$ cat config.mk
export PLATFORM = sky130hd
export DESIGN_NAME = conv_pixel_sequencer_flat
export DESIGN_NICKNAME = d
export VERILOG_FILES = /design/src/rtl/conv_pixel_sequencer_if.sv /design/src/rtl/conv_pixel_sequencer.sv /design/src/flat_wrapper.sv
export SDC_FILE = /design/constraint.sdc
export NUM_CORES = 1
export LEC_CHECK = 0
export BUFFER_PORTS_ARGS = -buffer_cell sky130_fd_sc_hd__buf_2
export CORE_MARGIN = 2
export CORE_UTILIZATION = 30
export DETAILED_ROUTE_END_ITERATION = 8
export MAX_ROUTING_LAYER = met4
export PLACE_DENSITY = 0.6
export SKIP_LAST_GASP = 1
export SYNTH_ARGS = -nofsm -noshare
export SYNTH_HDL_FRONTEND = slang
export SYNTH_SLANG_ARGS = --single-unit
export TNS_END_PERCENT = 100
$ cat constraint.sdc
create_clock -name clk -period 4.2 [get_ports clk]
set_input_delay 0.84 -clock clk [delete_from_list [all_inputs] [get_ports clk]]
set_output_delay 0.84 -clock clk [all_outputs]
set_load 0.1 [all_outputs]
$ cat src/rtl/conv_pixel_sequencer_if.sv
// Output-pixel bus between the sequencer and the output write stage.
interface conv_pixel_sequencer_if #(
    parameter int unsigned COORD_W = 8,
    parameter int unsigned ADDR_W  = 10
) ();
    logic               out_valid;
    logic               out_ready;
    logic [COORD_W-1:0] out_row;
    logic [COORD_W-1:0] out_col;
    logic [ADDR_W-1:0]  out_addr;

    // Sequencer side: presents finished pixels, receives ready.
    modport master (
        output out_valid,
        output out_row,
        output out_col,
        output out_addr,
        input  out_ready
    );

    // Write-stage side: consumes pixels, drives ready.
    modport slave (
        input  out_valid,
        input  out_row,
        input  out_col,
        input  out_addr,
        output out_ready
    );
endinterface

$ cat src/rtl/conv_pixel_sequencer.sv
// Raster-order output-pixel sequencer: runs the window counter once per pixel
// and hands each finished pixel's coordinates to the write stage.
module conv_pixel_sequencer #(
    parameter int unsigned OUT_W   = 28,
    parameter int unsigned OUT_H   = 28,
    parameter int unsigned COORD_W = 8,
    parameter int unsigned ADDR_W  = 10
) (
    input  logic                   clk,
    input  logic                   reset_n,
    input  logic                   go,
    input  logic                   abort,
    input  logic                   tile_tick,
    output logic                   cnt_start,
    output logic                   busy,
    output logic                   done,
    conv_pixel_sequencer_if.master pix
);

    localparam logic [COORD_W-1:0] COL_LAST = COORD_W'(OUT_W - 1);
    localparam logic [COORD_W-1:0] ROW_LAST = COORD_W'(OUT_H - 1);

    typedef enum logic [1:0] {
        S_IDLE = 2'd0,
        S_RUN  = 2'd1,
        S_OUT  = 2'd2,
        S_DONE = 2'd3
    } state_t;

    state_t             r_state;
    state_t             w_state_nxt;
    logic [COORD_W-1:0] r_row;
    logic [COORD_W-1:0] r_col;
    logic [ADDR_W-1:0]  r_addr;
    logic [COORD_W-1:0] w_row_nxt;
    logic [COORD_W-1:0] w_col_nxt;
    logic [ADDR_W-1:0]  w_addr_nxt;
    logic               w_last;
    logic               r_cnt_start;
    logic               r_valid;
    logic               r_busy;
    logic               r_done;

    assign w_last = (r_row == ROW_LAST) && (r_col == COL_LAST);

    // Next state and raster position; abort outranks every other input.
    always_comb begin
        w_state_nxt = r_state;
        w_row_nxt   = r_row;
        w_col_nxt   = r_col;
        w_addr_nxt  = r_addr;
        if (abort) begin
            w_state_nxt = S_IDLE;
            w_row_nxt   = '0;
            w_col_nxt   = '0;
            w_addr_nxt  = '0;
        end else begin
            case (r_state)
                S_IDLE: begin
                    if (go) begin
                        w_state_nxt = S_RUN;
                        w_row_nxt   = '0;
                        w_col_nxt   = '0;
                        w_addr_nxt  = '0;
                    end
                end
                S_RUN: begin
                    if (tile_tick) begin
                        w_state_nxt = S_OUT;
                    end
                end
                S_OUT: begin
                    if (pix.out_ready) begin
                        if (w_last) begin
                            w_state_nxt = S_DONE;
                        end else begin
                            w_state_nxt = S_RUN;
                            w_addr_nxt  = r_addr + ADDR_W'(1);
                            if (r_col == COL_LAST) begin
                                w_col_nxt = '0;
                                w_row_nxt = r_row + COORD_W'(1);
                            end else begin
                                w_col_nxt = r_col + COORD_W'(1);
                            end
                        end
                    end
                end
                S_DONE: begin
                    w_state_nxt = S_IDLE;
                end
                default: begin
                    w_state_nxt = S_IDLE;
                end
            endcase
        end
    end

    // State, position and outputs registered from the next state.
    always_ff @(posedge clk or negedge reset_n) begin
        if (!reset_n) begin
            r_state     <= S_IDLE;
            r_row       <= '0;
            r_col       <= '0;
            r_addr      <= '0;
            r_cnt_start <= 1'b0;
            r_valid     <= 1'b0;
            r_busy      <= 1'b0;
            r_done      <= 1'b0;
        end else begin
            r_state     <= w_state_nxt;
            r_row       <= w_row_nxt;
            r_col       <= w_col_nxt;
            r_addr      <= w_addr_nxt;
            r_cnt_start <= (w_state_nxt == S_RUN);
            r_valid     <= (w_state_nxt == S_OUT);
            r_busy      <= (w_state_nxt != S_IDLE);
            r_done      <= (w_state_nxt == S_DONE);
        end
    end

    assign cnt_start     = r_cnt_start;
    assign busy          = r_busy;
    assign done          = r_done;
    assign pix.out_valid = r_valid;
    assign pix.out_row   = r_row;
    assign pix.out_col   = r_col;
    assign pix.out_addr  = r_addr;

endmodule

$ cat src/flat_wrapper.sv
// flat-port wrapper written by rule: the top's interface ports become plain ports
module conv_pixel_sequencer_flat 
#(
    parameter int unsigned OUT_W   = 28,
    parameter int unsigned OUT_H   = 28,
    parameter int unsigned COORD_W = 8,
    parameter int unsigned ADDR_W  = 10
)
  (clk, reset_n, go, abort, tile_tick, cnt_start, busy, done, pix_out_valid, pix_out_row, pix_out_col, pix_out_addr, pix_out_ready);
  conv_pixel_sequencer_if #(.COORD_W(COORD_W), .ADDR_W(ADDR_W)) pix_i ();
  input  logic clk;
  input  logic reset_n;
  input  logic go;
  input  logic abort;
  input  logic tile_tick;
  output logic cnt_start;
  output logic busy;
  output logic done;
  output wire logic [$bits(pix_i.out_valid)-1:0] pix_out_valid;
  output wire logic [$bits(pix_i.out_row)-1:0] pix_out_row;
  output wire logic [$bits(pix_i.out_col)-1:0] pix_out_col;
  output wire logic [$bits(pix_i.out_addr)-1:0] pix_out_addr;
  input wire logic [$bits(pix_i.out_ready)-1:0] pix_out_ready;
  assign pix_out_valid = pix_i.out_valid;
  assign pix_out_row = pix_i.out_row;
  assign pix_out_col = pix_i.out_col;
  assign pix_out_addr = pix_i.out_addr;
  assign pix_i.out_ready = pix_out_ready;
  conv_pixel_sequencer #(.OUT_W(OUT_W), .OUT_H(OUT_H), .COORD_W(COORD_W), .ADDR_W(ADDR_W)) u_core (.clk(clk), .reset_n(reset_n), .go(go), .abort(abort), .tile_tick(tile_tick), .cnt_start(cnt_start), .busy(busy), .done(done), .pix(pix_i));
endmodule
==> results.md, run 1 <==
• 5473 µm² — Floorplan Core Area
• 0.4565 mW — cell-internal power
• 36 — count of pins on the block boundary
• 19.00% — synth-to-layout area growth
• 0.1673 mW — net switching power of the design
• 0.9591 nW — static power due to leakage
• 2080 ps — Tmin final
• false — setup repair after global routing missed its margin
• reg2reg — Setup CP Type
• 0 — Final Setup Violations
• 0.05000 — met3 layer usage reported by global route
• 0.2059 — Global Route met2 Usage
• 0 — total global routing overflow
• 0 — fin. max-slew vios
• 44 — number of distinct library cells after synthesis
• 13.94 µm — average routed wire per standard cell
• u_core.pix.out_col[7] — worst-case hold path end point
• 185 — net count after synthesis
• sky130_fd_sc_hd__dfrtp_1 (47%), sky130_fd_sc_hd__nand3_1 (5.0%), sky130_fd_sc_hd__a21oi_1 (4.1%) — Synth area leaders
• u_core.pix.out_col[7] — start point of the worst hold path
• 35 — buffers added on ports
• sky130_fd_sc_hd__dfrtp_1 — biggest area consumer among synthesized cells
• 480.9 MHz — FMAX
• 725.7 ps — worst slew pin tran
• 0.4713 — post-synth top area share
• 286 — final cell count without fillers
• 0.505 — Seq pwr share
• 4 — total iterations of the first detailed-routing run
• 0.106 — Comb power frac
• flop — crit path capture type
• 27 — number of placement rows
• 5 — number of clock buffers inserted by TritonCTS
• sky130_fd_sc_hd__dfrtp_1 — dominant cell by count in the synthesized netlist
• 5.322 — detail-routed via count per cell
• 0.4713 — part of the Yosys area used for sequential elements
• 0.2383 — layout cell share with drive strength beyond 1
• 6789 µm — first-pass GRT wire length
• 2 — CTS H-tree lvls
• 0 — total setup buffers inserted after CTS
• 0.8829 — Final Wtd Congestion
• 0.0002065 V — Max VDD drop
• 0 — Maximum Capacitance Violations
• 0.5162 — worst slew margin relative to its limit
• 0.6238 mW — Power, Total
• sky130_fd_sc_hd__or4_1 — worst-path cell with the longest stage delay
• ha_1, nor3b_1, and2_4, a21o_4, or4_1, a21oi_1 — list of cells traversed by the critical path
• 0 — number of gates given a new drive strength after cts
• 79.26 µm — Die Ht
• 0.1411 — global router's overall resource usage
• 3987 µm — WL final
• u_core.pix.out_row[7] — endpoint of the worst register-to-register path
• 1.000 — share of synthesized flip-flops with an asynchronous set or reset
• 2 — maximum clock path buffer count
• reg2reg — Min-Delay Path Class
• 0 — number of hold buffers added after CTS
• 0 — Post-synth EDFFs
• 79.26 µm — width of the chip
• completed — run status
• 0 — final antenna-violating net count
• 520 ps — peak per-stage delay on the critical path
• sky130_fd_sc_hd__dfrtp_1 — primary flip-flop cell chosen by synthesis mapping
• 0 — count of yosys warnings during synthesis
• 1 — worst hold path stage count
• 70 ps — clk slew on worst S/H paths
• 9.654 µm² — Post-Synthesis Mean Instance Area
• 308.5 nW/µm² — Power Density
• 33 — maximum number of pins on one net before global-route repair
• 0 — number of diodes
• 1,430 — number of global-route vias before repair
• sky130_fd_sc_hd__dfrtp_1 (32), sky130_fd_sc_hd__nand2_1 (18), sky130_fd_sc_hd__nand3_1 (17) — most numerous cell types in the synthesized netlist
• 2120 ps — reg2reg setup slack
• 0 — remaining design rule violation count
• 1699 µm² — post-synth design cell area
• 6281 µm² — area of the die
• 2.355 ps — Fin Clk Skew
• 0.388 — Clk network pwr share
• 280 ps — Clock Latency Late Sink
• 69 — drt initial violations
• 0.4951 — share of the clock period used by the worst path
• u_core.pix.out_col[0] — Crit Reg-Reg Startpoint
• 32 — post-synthesis register bit count
• 4410 ps — required time at the endpoint of the critical path
• 176 — Cells after Synth
• 0 — initial antenna violation count
• 26 — top fanout value on the critical path
• met2 — Most Used Layer, Global Route
• 222 — number of nets in the finished design
• 32 — number of sinks on the clock net
• built — clock tree from TritonCTS
• 6 — cells on worst reg2reg path
• 0.2682 — switching share of power
• 2290 ps — signal arrival time at the worst endpoint
• flop — Worst Setup Start Kind
• 0 ps — Total Negative Setup Slacks
• 1,522 — number of vias after detailed routing
• sky130_fd_sc_hd__clkbuf_8 — cell at the root of the clock tree
• 2831 µm — dpl hpwl
• 0.1800 — GR Layer Usage met1
• 0.3105 — initial core utilization
• 278 — count of placed standard cells including taps
• 0 — number of hold violations in the final report
sequential cells by signal (all words and copies together) (netlist names):
register	count
u_core.busy	1
u_core.done	1
u_core.pix.out_row	8
u_core.pix.out_addr	10
u_core.pix.out_valid	1
u_core.pix.out_col	8
u_core.r_state	2
u_core.cnt_start	1
layer usage:
layer | share of wire | vias to the layer above
li1 | - | 753
met2 | 0.45 | 36
met4 | 0.010 | 0
met3 | 0.055 | 4
met1 | 0.48 | 729
met5 | 0 | -
how the worst max path moves through the flow:
| stage | from | slack (ps) | endpoint | depth (start not counted) |
|---|---|---|---|---|
| final | u_core.pix.out_col[0] | 2120 | u_core.pix.out_row[7] | 6 |
| after global routing | u_core.pix.out_col[1] | 1950 | u_core.pix.out_row[6] | 6 |
| after CTS | u_core.pix.out_col[0] | 2110 | u_core.pix.out_row[7] | 6 |
| after detailed placement | abort | 1850 | u_core.pix.out_col[6] | 6 |
| after global placement | abort | 1860 | u_core.pix.out_col[3] | 6 |
| after floorplan | u_core.pix.out_col[1] | 1630 | u_core.pix.out_row[6] | 7 |
kinds of logic (layout without fill, tap and decap cells):
| logic type | Yosys count | count (layout) | synth area share |
|---|---|---|---|
| flip-flops | 32 | 32 | 0.4713 |
| AND/OR/NAND/NOR | 79 | 79 | 0.2540 |
| adder cells (fa/ha/maj) | 3 | 3 | 0.02209 |
| multiplexers | 1 | 1 | 0.006627 |
| buffers and inverters | 7 | 45 | 0.02504 |
| AO/OA/AOI/OAI | 54 | 54 | 0.2209 |
stage by stage:
step                setup slack, ps  hold WS (ps)  utilization  cell area (µm²)
floorplan                      1630         544.4            -             1699
global placement               1858         532.9       0.3525             1929
detailed placement             1853         528.1       0.3525             1929
CTS                            2108         536.7       0.3695             2022
global route                   1948         566.3       0.3695             2022
finish                         2120         535.1       0.3695             2022
worst max-delay path, delay by kind of cell, from the launching register on:
family          cells  cell delay [ps]
simple gates        3              850
compound gates      2              450
flops               1              430
fa+ha+maj           1              260
power groups by stage:
stage / clock [mW] / combinational (mW) / sequential, mW
after floorplan: 0 / 0.0289 / 0.341
after global placement: 0 / 0.0672 / 0.321
after detailed placement: 0 / 0.0672 / 0.321
after CTS: 0.251 / 0.0673 / 0.315
after global routing: 0.273 / 0.0725 / 0.316
final: 0.242 / 0.0664 / 0.315
placed cells by master (no fill, tap or decap), drive strengths merged, types with 6 or more instances in the layout:
master  synthesis  final
o31ai           6      6
a21oi          14     14
nand2          18     18
or4             7      7
nand3          17     17
o21ai           6      6
dfrtp          32     32
nor2           11     11
buf             3     35
clkbuf          2      6
cell type report:
cell class | instances | area [µm²]
fillers | 584 | 3451
multi-input cells | 137 | 855.8
flip-flops and latches | 32 | 800.8
repair buffers | 35 | 175.2
well taps | 72 | 90.09
clock buffers | 6 | 82.58
clock inverters | 2 | 10.01
inverters | 2 | 7.507
No activity file was read; power rests on OpenSTA's default activity.
==> inputs of run 2 (changes only) <==
--- a/config.mk
+++ b/config.mk
@@ -10,7 +10,7 @@
 export CORE_UTILIZATION = 30
 export DETAILED_ROUTE_END_ITERATION = 8
 export MAX_ROUTING_LAYER = met4
-export PLACE_DENSITY = 0.6
+export PLACE_DENSITY = 0.62
 export SKIP_LAST_GASP = 1
 export SYNTH_ARGS = -nofsm -noshare
 export SYNTH_HDL_FRONTEND = slang
==> constraint.sdc (replaced) <==
create_clock -name clk -period 1.7 [get_ports clk]
set_input_delay 0.34 -clock clk [delete_from_list [all_inputs] [get_ports clk]]
set_output_delay 0.34 -clock clk [all_outputs]
set_load 0.1 [all_outputs]
==> run 2 against run 1 <==
Compared with the run above: the flow now finishes with violations (setup timing); worst hold slack got worse by 460 ps; sequential share of layout area fell by 8.0 points; non-clock buffer count rose by 45; global-route usage rose by 2.9 points; cell area rose by 30%; clock power rose by 150%; routed wire length rose by 25%; critical path type unchanged; highest routed layer unchanged.
==> results.md, run 2 (synthesis gave the netlist of run 1 again) <==
• finished with violations — run status
• setup timing — failing checks
• 0 — fin. max-slew vios
• 0.4797 — Final Util
• simple AND/OR/NAND/NOR gates — gate family responsible for the most delay along the worst path
• 33 — maximum number of pins on one net before global-route repair
• -1259 ps — Total Negative Setup Slacks
• 0 — combined buffer and inverter count along the critical path
• 269 — number of nets in the finished design
• sky130_fd_sc_hd__dfrtp_4 — worst-path cell with the longest stage delay
• 8073 µm — first-pass GRT wire length
• 14.92 µm — average routed wire per standard cell
• 5 — number of clock buffers inserted by TritonCTS
• 1910 ps — required time at the endpoint of the critical path
• 0 — initial antenna violation count
• 0.0004057 V — Max VDD drop
• 0 — number of diodes
• 4 — total iterations of the first detailed-routing run
• 35 — buffers added on ports
• 0 — remaining design rule violation count
• 0 — Maximum Capacitance Violations
• 6.121 ps — Fin Clk Skew
• 6281 µm² — area of the die
• 1.085 — share of the clock period used by the worst path
• 0 — final antenna-violating net count
• 91 — drt initial violations
• 0.6740 — worst slew margin relative to its limit
• 5473 µm² — Floorplan Core Area
• sky130_fd_sc_hd__buf_4 — most common cell after layout, fill and taps aside
• 1844 ps — Tmin final
• 333 — final cell count without fillers
• 317 — count of placed standard cells including taps
• 2 — maximum clock path buffer count
• 20 — Final Setup Violations
• 6 — top fanout value on the critical path
• 10 — flip-flop count of the largest register after layout
• sky130_fd_sc_hd__buf_4 (44), sky130_fd_sc_hd__buf_2 (35), sky130_fd_sc_hd__dfrtp_2 (18), sky130_fd_sc_hd__nand3_1 (17), sky130_fd_sc_hd__nand2_1 (16) — highest-count cells in the layout ignoring fill and taps
• 5.225 — detail-routed via count per cell
• 1,669 — number of global-route vias before repair
• 27 — number of placement rows
• 3223 µm — dpl hpwl
• 1.198 nW — static power due to leakage
• 79.26 µm — width of the chip
• ha_4, nor3b_4, and2_4, a21o_2, or4_4, a21oi_2 — list of cells traversed by the critical path
• 4967 µm — WL final
• true — setup repair after global routing missed its margin
• 36 — count of pins on the block boundary
• 490 ps — peak per-stage delay on the critical path
• 0.3105 — initial core utilization
• 542.2 MHz — FMAX
• 0 — total global routing overflow
• 60 ps — clk slew on worst S/H paths
• 32 — number of sinks on the clock net
• 0.1698 — global router's overall resource usage
• 280 ps — Clock Latency Late Sink
• flop — crit path capture type
• sky130_fd_sc_hd__clkbuf_8 — cell at the root of the clock tree
• 2050 ps — signal arrival time at the worst endpoint
• 79.26 µm — Die Ht
• built — clock tree from TritonCTS
• 0.5556 — layout cell share with drive strength beyond 1
• 2 — CTS H-tree lvls
• reg2reg — Setup CP Type
• 1,740 — number of vias after detailed routing
• in2async — Min-Delay Path Class
• -144.2 ps — worst path setup slack after routing
• 612.8 nW/µm² — Power Density
• 0.8108 — Final Wtd Congestion
• flop — Worst Setup Start Kind
• 492.4 ps — worst slew pin tran
• 54.49% — synth-to-layout area growth
• 0 — number of hold violations in the final report
-- run 2: routing by layer --
metal	routed length, µm	track usage
met5	0	-
met4	72	0.07586
met3	175	0.03750
met2	2499	0.2585
met1	2220	0.2172
-- run 2: path summary, 6_finish.rpt --
check	start	end	slack, ps	depth (start not counted)
min	reset_n	u_core.pix.out_col[6]	70	2
max in group asynchronous	reset_n	u_core.pix.out_col[1]	1300	2
min in group clk	tile_tick	u_core.pix.out_valid	340	3
min reg2reg	u_core.pix.out_addr[0]	u_core.pix.out_addr[0]	540	1
max reg2reg	u_core.pix.out_col[0]	u_core.pix.out_addr[8]	-140	6
max	u_core.pix.out_col[0]	u_core.pix.out_addr[8]	-140	6
-- run 2: final cells by class --
class | count | area [µm²]
fillers | 556 | 2848
multi-input cells | 139 | 1090
flip-flops and latches | 32 | 830.8
repair buffers | 80 | 516.7
clock buffers | 8 | 90.09
well taps | 72 | 90.09
inverters | 2 | 7.507
-- run 2: through the flow --
| step | power (mW) | area (µm²) | hold WS (ps) | setup WS [ps] |
|---|---|---|---|---|
| 6_report | 1.609 | 2625 | 71.86 | -144.2 |
| 5_1_grt | 1.679 | 2625 | 116.0 | -193.9 |
| 4_1_cts | 1.603 | 2439 | 90.67 | -109.8 |
| 3_5_place_dp | 0.9928 | 2270 | 393.2 | -196.6 |
| 3_3_place_gp | 0.9908 | 2270 | 388.9 | -157.5 |
| 2_1_floorplan | 0.9143 | 1749 | 44.41 | -421.9 |
-- run 2: what timing repair did --
action / in CTS / in global routing
gates resized for setup: 15 / 27
pin swaps: 5 / 11
setup endpoints to repair: 27 / 28
cloned: 2 / 0
setup buffers: 1 / 6
hold buffers: 0 / 0
-- run 2: power breakdown --
group	leakage, nW	switching [mW]	internal (mW)
Clock	0.0455	0.271	0.330
Combinational	0.743	0.156	0.0760
Sequential	0.409	0.00502	0.771
==> inputs of run 3 (changes only) <==
==> constraint.sdc (replaced) <==
create_clock -name clk -period 1.7 [get_ports clk]
set_input_delay 0 -clock clk [delete_from_list [all_inputs] [get_ports clk]]
set_output_delay 0 -clock clk [all_outputs]
set_load 0.1 [all_outputs]
==> run 3 against run 2 <==
Compared with the run above: utilization is 0.48 points lower; critical path type unchanged; sequential share of layout area grew 0.32 points; combinational power is 5% lower; clock power decreased by 8.5%; largest cell class unchanged; count of clock-buffer cells in the layout stayed put; via count shrank 1.7%; final cell count shrank 0.90%; first-iteration DRC count fell by 42%; global-route usage grew 0.56 points; the flow still finishes with violations (setup timing).
==> results.md, run 3 (synthesis gave the netlist of run 1 again) <==
• finished with violations — run status
• setup timing — failing checks
• 0 — initial antenna violation count
• sky130_fd_sc_hd__clkbuf_8 — cell at the root of the clock tree
• flop — Worst Setup Start Kind
• 0.5543 — layout cell share with drive strength beyond 1
• 35 — buffers added on ports
• true — setup repair after global routing missed its margin
• 8349 µm — first-pass GRT wire length
• 10 — flip-flop count of the largest register after layout
• 280 ps — Clock Latency Late Sink
• 52.95% — synth-to-layout area growth
• 23 — Final Setup Violations
• 36 — count of pins on the block boundary
• 3263 µm — dpl hpwl
• 728.3 ps — worst slew pin tran
• 0.0004078 V — Max VDD drop
• 0.4191 mW — net switching power of the design
• 1.173 nW — static power due to leakage
• 5.182 — detail-routed via count per cell
• 0.2709 — switching share of power
• 542 — fillcell total
• 1.085 — share of the clock period used by the worst path
• 0 — remaining design rule violation count
• 0 — fin. max-slew vios
• 33 — maximum number of pins on one net before global-route repair
• 0.1754 — global router's overall resource usage
• in2reg — Min-Delay Path Class
• 60 ps — clk slew on worst S/H paths
• 0.5144 — worst slew margin relative to its limit
• reg2reg — Setup CP Type
• 79.26 µm — Die Ht
• 0.142 — Comb power frac
• 5473 µm² — Floorplan Core Area
• 32 — number of sinks on the clock net
• 830.8 µm² — area taken by flip-flops and latches
• 1,779 — number of global-route vias before repair
• flop — crit path capture type
• 0 — Maximum Capacitance Violations
• 4 — total iterations of the first detailed-routing run
• -145.0 ps — worst path setup slack after routing
• 0 — final antenna-violating net count
• built — clock tree from TritonCTS
• 5 — number of clock buffers inserted by TritonCTS
• 266 — number of nets in the finished design
• 0 — total global routing overflow
• 0 — number of hold violations in the final report
• 6281 µm² — area of the die
• 1.547 mW — Power, Total
• sky130_fd_sc_hd__buf_4 (39), sky130_fd_sc_hd__buf_2 (35), sky130_fd_sc_hd__dfrtp_2 (18), sky130_fd_sc_hd__nand3_1 (17), sky130_fd_sc_hd__nand2_1 (16) — highest-count cells in the layout ignoring fill and taps
• 1900 ps — required time at the endpoint of the critical path
• 0.502 — Seq pwr share
• 1,710 — number of vias after detailed routing
• 1090 µm² — total area of multi-input combinational cells
• 2050 ps — signal arrival time at the worst endpoint
• 27 — number of placement rows
• 0.8033 — Final Wtd Congestion
• 4 — top fanout value on the critical path
• 420 ps — peak per-stage delay on the critical path
• sky130_fd_sc_hd__dfrtp_4 — worst-path cell with the longest stage delay
• 595.4 nW/µm² — Power Density
• 0.3105 — initial core utilization
• 79.26 µm — width of the chip
• 4822 µm — WL final
• 2 — maximum clock path buffer count
• 1.128 mW — cell-internal power
• ha_4, nor3b_4, buf_4, a21o_1, buf_6, nand2_4, or3_4, a21oi_2 — list of cells traversed by the critical path
• sky130_fd_sc_hd__buf_4 — most common cell after layout, fill and taps aside
• 0 — number of diodes
• 542.0 MHz — FMAX
• 0.4749 — Final Util
• 14.61 µm — average routed wire per standard cell
• 0.356 — Clk network pwr share
• -1614 ps — Total Negative Setup Slacks
• 2 — CTS H-tree lvls
• 1845 ps — Tmin final
• 1.428 ps — Fin Clk Skew
• 53 — drt initial violations
==> run 3: metrics by stage <==
| stage | area (µm²) | hold slack [ps] | setup WS [ps] | cells |
|---|---|---|---|---|
| after floorplan | 1749 | -295.6 | -421.9 | 176 |
| after global placement | 2255 | 99.90 | -148.0 | 315 |
| after detailed placement | 2255 | 104.3 | -191.9 | 315 |
| after CTS | 2469 | 3.688 | -103.4 | 328 |
| after global routing | 2599 | 35.60 | -185.2 | 330 |
| final | 2599 | 3.494 | -145.0 | 330 |
==> run 3: path summary, 6_finish.rpt <==
kind / from / end / slack [ps] / depth (start not counted)
worst min-delay path: tile_tick / u_core.pix.out_valid / 3 / 3
worst min register to register: u_core.pix.out_addr[2] / u_core.pix.out_addr[2] / 540 / 1
worst max register to register: u_core.pix.out_col[1] / u_core.pix.out_row[2] / -140 / 8
min in group asynchronous: reset_n / u_core.pix.out_col[6] / 310 / 2
worst max-delay path: u_core.pix.out_col[1] / u_core.pix.out_row[2] / -140 / 8
max in group asynchronous: reset_n / u_core.pix.out_col[0] / 850 / 2
==> run 3: worst max-delay path, delay by kind of cell (launching register included) <==
family                   cells  cell delay, ps
flip-flops                   1             420
AO/OA/AOI/OAI                2             340
adder cells (fa/ha/maj)      1             130
AND/OR/NAND/NOR              3             590
buffers and inverters        2             270
==> run 3: per-layer routing <==
layer | vias to the layer above | wire, µm | track usage
met5 | - | 0 | -
met4 | 0 | 68 | 0.07069
met3 | 6 | 190 | 0.03864
met2 | 45 | 2413 | 0.2856
met1 | 824 | 2150 | 0.2123
li1 | 835 | - | -
==> run 3: repair_timing <==
| item | in CTS | in global routing |
|---|---|---|
| setup endpoints to repair | 26 | 27 |
| hold buffers | 1 | 0 |
| setup buffers | 2 | 2 |
| hold endpoints to repair | 32 | 0 |
| gates cloned | 2 | 0 |
| pin swaps | 6 | 12 |
| gates resized for setup | 21 | 23 |
==> run 3: power groups by stage <==
stage	Clock [mW]	Combinational, mW	Sequential (mW)
2_1_floorplan	0	0.0723	0.842
3_3_place_gp	0	0.191	0.791
3_5_place_dp	0	0.193	0.790
4_1_cts	0.566	0.211	0.777
5_1_grt	0.606	0.239	0.777
6_report	0.550	0.220	0.777
==> run 3: layout make-up <==
cell class,instances,share of cell area
multi-input combinational,139,0.4194
sequential,32,0.3197
timing repair buffer,77,0.1926
tap,72,0.03467
clock buffer,8,0.03081
inverter,2,0.002889
